===== src/rtl/input_debouncer_if.sv =====
// Raw button/switch levels in, debounced levels and press/change pulses out.
// master drives the raw inputs; slave is the debouncer.
interface input_debouncer_if #(
  parameter int NB_BTN = 4,
  parameter int NB_SW  = 4
);
  logic [NB_BTN-1:0] i_btn;
  logic [NB_SW-1:0]  i_sw;
  logic [NB_BTN-1:0] o_btn;
  logic [NB_BTN-1:0] o_btn_press;
  logic [NB_SW-1:0]  o_sw;
  logic              o_sw_chg;

  modport master (
    output i_btn, i_sw,
    input  o_btn, o_btn_press, o_sw, o_sw_chg
  );

  modport slave (
    input  i_btn, i_sw,
    output o_btn, o_btn_press, o_sw, o_sw_chg
  );
endinterface


===== src/rtl/input_debouncer.sv =====
// Two-flop synchroniser plus stability counter per raw input; a change is accepted
// after DEB_LIMIT consecutive cycles at the new level, latency 2+DEB_LIMIT edges.
module input_debouncer_chan #(
  parameter int                NB_DEB    = 20,
  parameter logic [NB_DEB-1:0] LIMIT_M1  = '1,
  parameter bit                RISE_ONLY = 1'b0
) (
  input  logic clock,
  input  logic ck_rst,
  input  logic raw,
  output logic level,
  output logic evt
);
  logic              sync1;
  logic              sync2;
  logic              state;
  logic [NB_DEB-1:0] cnt;
  logic              accept;

  assign accept = (sync2 != state) && (cnt == LIMIT_M1);
  // Buttons only report the accepted 0->1; switches report every accepted change.
  assign evt    = RISE_ONLY ? (accept & sync2) : accept;
  assign level  = state;

  always_ff @(posedge clock or negedge ck_rst) begin
    if (!ck_rst) begin
      sync1 <= 1'b0;
      sync2 <= 1'b0;
      state <= 1'b0;
      cnt   <= '0;
    end else begin
      sync1 <= raw;
      sync2 <= sync1;
      if (sync2 == state) begin
        cnt <= '0;
      end else if (accept) begin
        state <= sync2;
        cnt   <= '0;
      end else begin
        cnt <= cnt + NB_DEB'(1);
      end
    end
  end
endmodule

module input_debouncer #(
  parameter int     NB_BTN    = 4,
  parameter int     NB_SW     = 4,
  parameter int     NB_DEB    = 20,
  parameter longint DEB_LIMIT = 2**20
) (
  input  logic                clock,
  input  logic                ck_rst,
  input_debouncer_if.slave    dbus
);
  localparam int NB_CH = NB_BTN + NB_SW;
  // Computed in 64 bits then truncated so DEB_LIMIT == 2**NB_DEB yields all-ones.
  localparam logic [NB_DEB-1:0] LIMIT_M1 = NB_DEB'(DEB_LIMIT - 64'sd1);

  logic [NB_CH-1:0]  raw;
  logic [NB_CH-1:0]  level;
  logic [NB_CH-1:0]  evt;
  logic [NB_BTN-1:0] btn_press;
  logic              sw_chg;

  assign raw = {dbus.i_sw, dbus.i_btn};

  for (genvar k = 0; k < NB_CH; k++) begin : g_ch
    input_debouncer_chan #(
      .NB_DEB    (NB_DEB),
      .LIMIT_M1  (LIMIT_M1),
      .RISE_ONLY (k < NB_BTN)
    ) u_chan (
      .clock (clock),
      .ck_rst(ck_rst),
      .raw   (raw[k]),
      .level (level[k]),
      .evt   (evt[k])
    );
  end

  // Pulses register on the same edge as the level, so they align with its first new cycle.
  always_ff @(posedge clock or negedge ck_rst) begin
    if (!ck_rst) begin
      btn_press <= '0;
      sw_chg    <= 1'b0;
    end else begin
      btn_press <= evt[NB_BTN-1:0];
      sw_chg    <= |evt[NB_CH-1:NB_BTN];
    end
  end

  assign dbus.o_btn       = level[NB_BTN-1:0];
  assign dbus.o_sw        = level[NB_CH-1:NB_BTN];
  assign dbus.o_btn_press = btn_press;
  assign dbus.o_sw_chg    = sw_chg;
endmodule

===== src/flat_wrapper.sv =====
// flat-port wrapper written by rule: the top's interface ports become plain ports
module input_debouncer_flat 
#(
  parameter int     NB_BTN    = 4,
  parameter int     NB_SW     = 4,
  parameter int     NB_DEB    = 20,
  parameter longint DEB_LIMIT = 2**20
)
  (clock, ck_rst, dbus_i_btn, dbus_i_sw, dbus_o_btn, dbus_o_btn_press, dbus_o_sw, dbus_o_sw_chg);
  input_debouncer_if #(.NB_BTN(NB_BTN), .NB_SW(NB_SW)) dbus_i ();
  input  logic clock;
  input  logic ck_rst;
  input wire logic [$bits(dbus_i.i_btn)-1:0] dbus_i_btn;
  input wire logic [$bits(dbus_i.i_sw)-1:0] dbus_i_sw;
  output wire logic [$bits(dbus_i.o_btn)-1:0] dbus_o_btn;
  output wire logic [$bits(dbus_i.o_btn_press)-1:0] dbus_o_btn_press;
  output wire logic [$bits(dbus_i.o_sw)-1:0] dbus_o_sw;
  output wire logic [$bits(dbus_i.o_sw_chg)-1:0] dbus_o_sw_chg;
  assign dbus_i.i_btn = dbus_i_btn;
  assign dbus_i.i_sw = dbus_i_sw;
  assign dbus_o_btn = dbus_i.o_btn;
  assign dbus_o_btn_press = dbus_i.o_btn_press;
  assign dbus_o_sw = dbus_i.o_sw;
  assign dbus_o_sw_chg = dbus_i.o_sw_chg;
  input_debouncer #(.NB_BTN(NB_BTN), .NB_SW(NB_SW), .NB_DEB(NB_DEB), .DEB_LIMIT(DEB_LIMIT)) u_core (.clock(clock), .ck_rst(ck_rst), .dbus(dbus_i));
endmodule

===== config.mk =====
export PLATFORM = sky130hd
export DESIGN_NAME = input_debouncer_flat
export DESIGN_NICKNAME = d
export VERILOG_FILES = /design/src/rtl/input_debouncer_if.sv /design/src/rtl/input_debouncer.sv /design/src/flat_wrapper.sv
export SDC_FILE = /design/constraint.sdc
export NUM_CORES = 1
export LEC_CHECK = 0
export ABC_AREA = 1
export BUFFER_PORTS_ARGS = -buffer_cell sky130_fd_sc_hd__buf_4
export CORE_UTILIZATION = 46
export CTS_BUF_LIST = sky130_fd_sc_hd__clkbuf_16
export DETAILED_ROUTE_END_ITERATION = 12
export SLEW_MARGIN = 25
export SYNTH_ARGS = -nofsm -noshare
export SYNTH_HDL_FRONTEND = slang
export SYNTH_SLANG_ARGS = --single-unit

===== constraint.sdc =====
create_clock -name clock -period 1.7 [get_ports clock]
set_clock_uncertainty 0.1 [all_clocks]
set_input_delay 0.34 -clock clock [delete_from_list [all_inputs] [get_ports clock]]
set_output_delay 0.34 -clock clock [all_outputs]
set_load 0.02 [all_outputs]

==> impl_metrics.env <==
export IMPL_status="finished clean"
export IMPL_routed_wirelength_um=19390
export IMPL_ys_types=30
export IMPL_net_switching_power_w=0.002058
export IMPL_wl_per_cell_um=11.74
export IMPL_power_density_nw_per_um2=752.8
export IMPL_ios=23
export IMPL_syn_instance_count=1274
export IMPL_hold_ws_ps=248.8
export IMPL_place_congestion=0.8484
export IMPL_synthMuxAreaShare=0
export IMPL_dieHeight_um=149.6
export IMPL_synth_xor_area_share=0.04822
export IMPL_crit_family="simple AND/OR/NAND/NOR gates"
export IMPL_synth_area_per_cell_um2=7.862
export IMPL_cp_arrival_ps=1840
export IMPL_mostFrequentLayoutCells="nand2_1 (321), inv_1 (200), dfrtp_1 (189)"
export IMPL_fillCellCount=1950
export IMPL_clk_path_buf_depth=2
export IMPL_period_minus_slack_ps=1608
export IMPL_finalHoldViolCount=0
export IMPL_rsz0062_at_grt="true"
export IMPL_initial_core_util=0.4735
export IMPL_synth_top_area_frac=0.4722
export IMPL_dp_slack_ps=12.39
export IMPL_clockPowerShare=0.431
export IMPL_worst_path_buf_inv=1
export IMPL_crit_path_end_kind="register"
export IMPL_yosys_warnings=0
export IMPL_switching_share=0.2345
export IMPL_drv_slew=0
export IMPL_cts_tree="built"
export IMPL_clk_latency_ps=440
export IMPL_crit_chain="ha_4, nand2_2, nor2_4, nand2_4, nor2_4, buf_4, nand3_2, nand2_1, o21ai_1"
export IMPL_first_pass_iters=5
export IMPL_rr_startpoint="u_core.g_ch[2].u_chan.cnt[1]"
export IMPL_p_seq_frac=0.525
export IMPL_synth_area_um2=10020
export IMPL_cts_root_buffer="clkbuf_16"
export IMPL_critPathLaunchType="register"
export IMPL_hold_start="u_core.g_ch[0].u_chan.sync1"
export IMPL_drc=0
export IMPL_setup_viol=0
export IMPL_synthSimpleGateAreaFrac=0.3574
export IMPL_min_period_over_period=0.9461
export IMPL_ant_nets=0
export IMPL_drv_cap=0
export IMPL_syn_num_nets=1292
export IMPL_required_ps=1930
export IMPL_die_area_um2=22370
export IMPL_final_setup_worst_slack_ps=91.67
export IMPL_relSlewSlack=0.6968
export IMPL_critical_path_slowest_cell="dfrtp_1"
export IMPL_ys_top_cells_by_area="dfrtp_1 (47%), nand2_1 (12%), inv_1 (7.5%), nor2_1 (6.6%), nand3_1 (6.4%)"
export IMPL_leakagePower_nw=5.542
export IMPL_ir_worst_vdd_v=0.0005802
export IMPL_synth_compound_area_frac=0.02998
export IMPL_criticalPathCategory="register to register"
export IMPL_cts_buffers_inserted=17
export IMPL_drive_above_1_share=0.1300
export IMPL_htree_levels=4
export IMPL_synthAdderAreaFrac=0.009994
export IMPL_intPower_w=0.006716
export IMPL_startpoint="u_core.g_ch[2].u_chan.cnt[1]"
export IMPL_area_growth_pct=16.35
export IMPL_worst_slew_pin_slew_ps=453.2
export IMPL_fp_dieW_um=149.6
export IMPL_cts_sinks=189
export IMPL_antenna_found_initial=0
export IMPL_coreArea_um2=21150
export IMPL_grt_max_degree=44
export IMPL_slowest_delay_ps=400
export IMPL_fmax_mhz=621.8
export IMPL_drt_iter0_drc=338
export IMPL_rows=53
export IMPL_track_usage=0.1876
export IMPL_crit_top_cell="nor2_4"
export IMPL_dpl_hpwl_um=13610
export IMPL_num_antenna_cells=0
export IMPL_mostFrequentLayoutCell="nand2_1"
export IMPL_grt_overflow_total=0
export IMPL_grt_pass1_wl_um=33980
export IMPL_drt_vias_per_instance=4.780
export IMPL_ys_seq_area_frac=0.4722
export IMPL_p_comb_frac=0.044
export IMPL_ys_ff_latch=189
export IMPL_min_path_type="register to register"
export IMPL_io_buffers=22
export IMPL_vias=7896
export IMPL_path_max_fanout=4
export IMPL_synth_largest_area_cell="dfrtp_1"
export IMPL_grt_pass1_vias=7519
export IMPL_num_nets_final=1382
export IMPL_path_clk_slew_ps=70
export IMPL_synth_top_family_by_area="simple AND/OR/NAND/NOR gates"
export IMPL_tns_ps=0
==> registers in the layout, indices dropped and copies added, names as in the netlist <==
name                      flops
u_core.dbus.o_btn_press       4
u_core.dbus.o_sw_chg          1
u_core.g_ch.u_chan.cnt      160
u_core.g_ch.u_chan.level      8
u_core.g_ch.u_chan.sync1      8
u_core.g_ch.u_chan.sync2      8
==> synthesized netlist by cell type (all sizes together) <==
| master | n |
|---|---|
| dfrtp | 189 |
| o21ai | 15 |
| nor3 | 23 |
| nand2 | 347 |
| nand3b | 24 |
| nand3 | 137 |
| and2 | 1 |
| nand4 | 20 |
| nor2 | 205 |
| a21oi | 18 |
| inv | 202 |
| a2bb2oi | 5 |
| o21bai | 5 |
| xor2 | 16 |
| a31oi | 8 |
| ha | 8 |
| nor3b | 8 |
| buf | 9 |
| xnor2 | 34 |
==> routing by layer <==
metal	routed length (µm)	global-route usage	part of all wire	vias to the layer above
li1	-	-	-	4165
met1	9732	0.2528	0.50	3632
met5	0	0	0	-
met4	240	0.05816	0.012	0
met2	8957	0.3049	0.46	81
met3	464	0.03506	0.024	18
==> stage by stage <==
step	area [µm²]	instances	util	power [W]
floorplan	10020	1274	-	0.004834
global placement	10790	1598	0.5099	0.005042
detailed placement	10790	1598	0.5099	0.005050
CTS	11460	1643	0.5419	0.008894
global route	11650	1652	0.5509	0.009157
finish	11650	1652	0.5509	0.008773
==> logic make-up after synthesis <==
family	Yosys count
DFF	189
adders and majority gates	8
buffers and inverters	211
and+or+nand+nor	765
AOI/OAI and AO/OA	51
xor gates and xnor gates	50
==> worst register-to-register path: stages, from the launching register on <==
cell	delay, ps
dfrtp_1	400
ha_4	160
nand2_2	80
nor2_4	160
nand2_4	80
nor2_4	160
buf_4	140
nand3_2	80
nand2_1	80
o21ai_1	60
==> area by class of cell <==
cell class / instances / area (µm²) / area share
Inverter: 202 / 758.2 / 0.06506
Multi-Input combinational cell: 877 / 4606 / 0.3952
Sequential cell: 189 / 4730 / 0.4058
Clock buffer: 17 / 425.4 / 0.03650
Timing Repair Buffer: 77 / 664.4 / 0.05701
Clock inverter: 15 / 126.4 / 0.01084
Tap cell: 275 / 344.1 / 0.02953
==> final timing paths <==
path                       slack [ps]                            end  depth (start not counted)
setup / recovery                   90    u_core.g_ch[2].u_chan.level                          9
hold / removal                    250    u_core.g_ch[0].u_chan.sync2                          0
setup reg to reg                   90    u_core.g_ch[2].u_chan.level                          9
hold reg to reg                   250    u_core.g_ch[0].u_chan.sync2                          0
max in group asynchronous         640   u_core.g_ch[2].u_chan.cnt[1]                          3
min in group asynchronous         310  u_core.g_ch[1].u_chan.cnt[17]                          2
==> repair_timing <==
item,in CTS,in global routing
hold endpoints to repair,44,0
resized for setup,1,26
hold buffers,9,0
setup endpoints to repair,5,57
buffers inserted,3,7
pin swaps,2,15
gates cloned,1,2
==> power groups by stage <==
stage	clock, W	sequential (W)	combinational [W]
6_report	0.00378	0.00461	0.000382
5_1_grt	0.00409	0.00462	0.000445
4_1_cts	0.00391	0.00460	0.000381
3_5_place_dp	0	0.00469	0.000360
3_3_place_gp	0	0.00469	0.000356
2_1_floorplan	0	0.00468	0.000151
(Power assumes the default switching activity.)
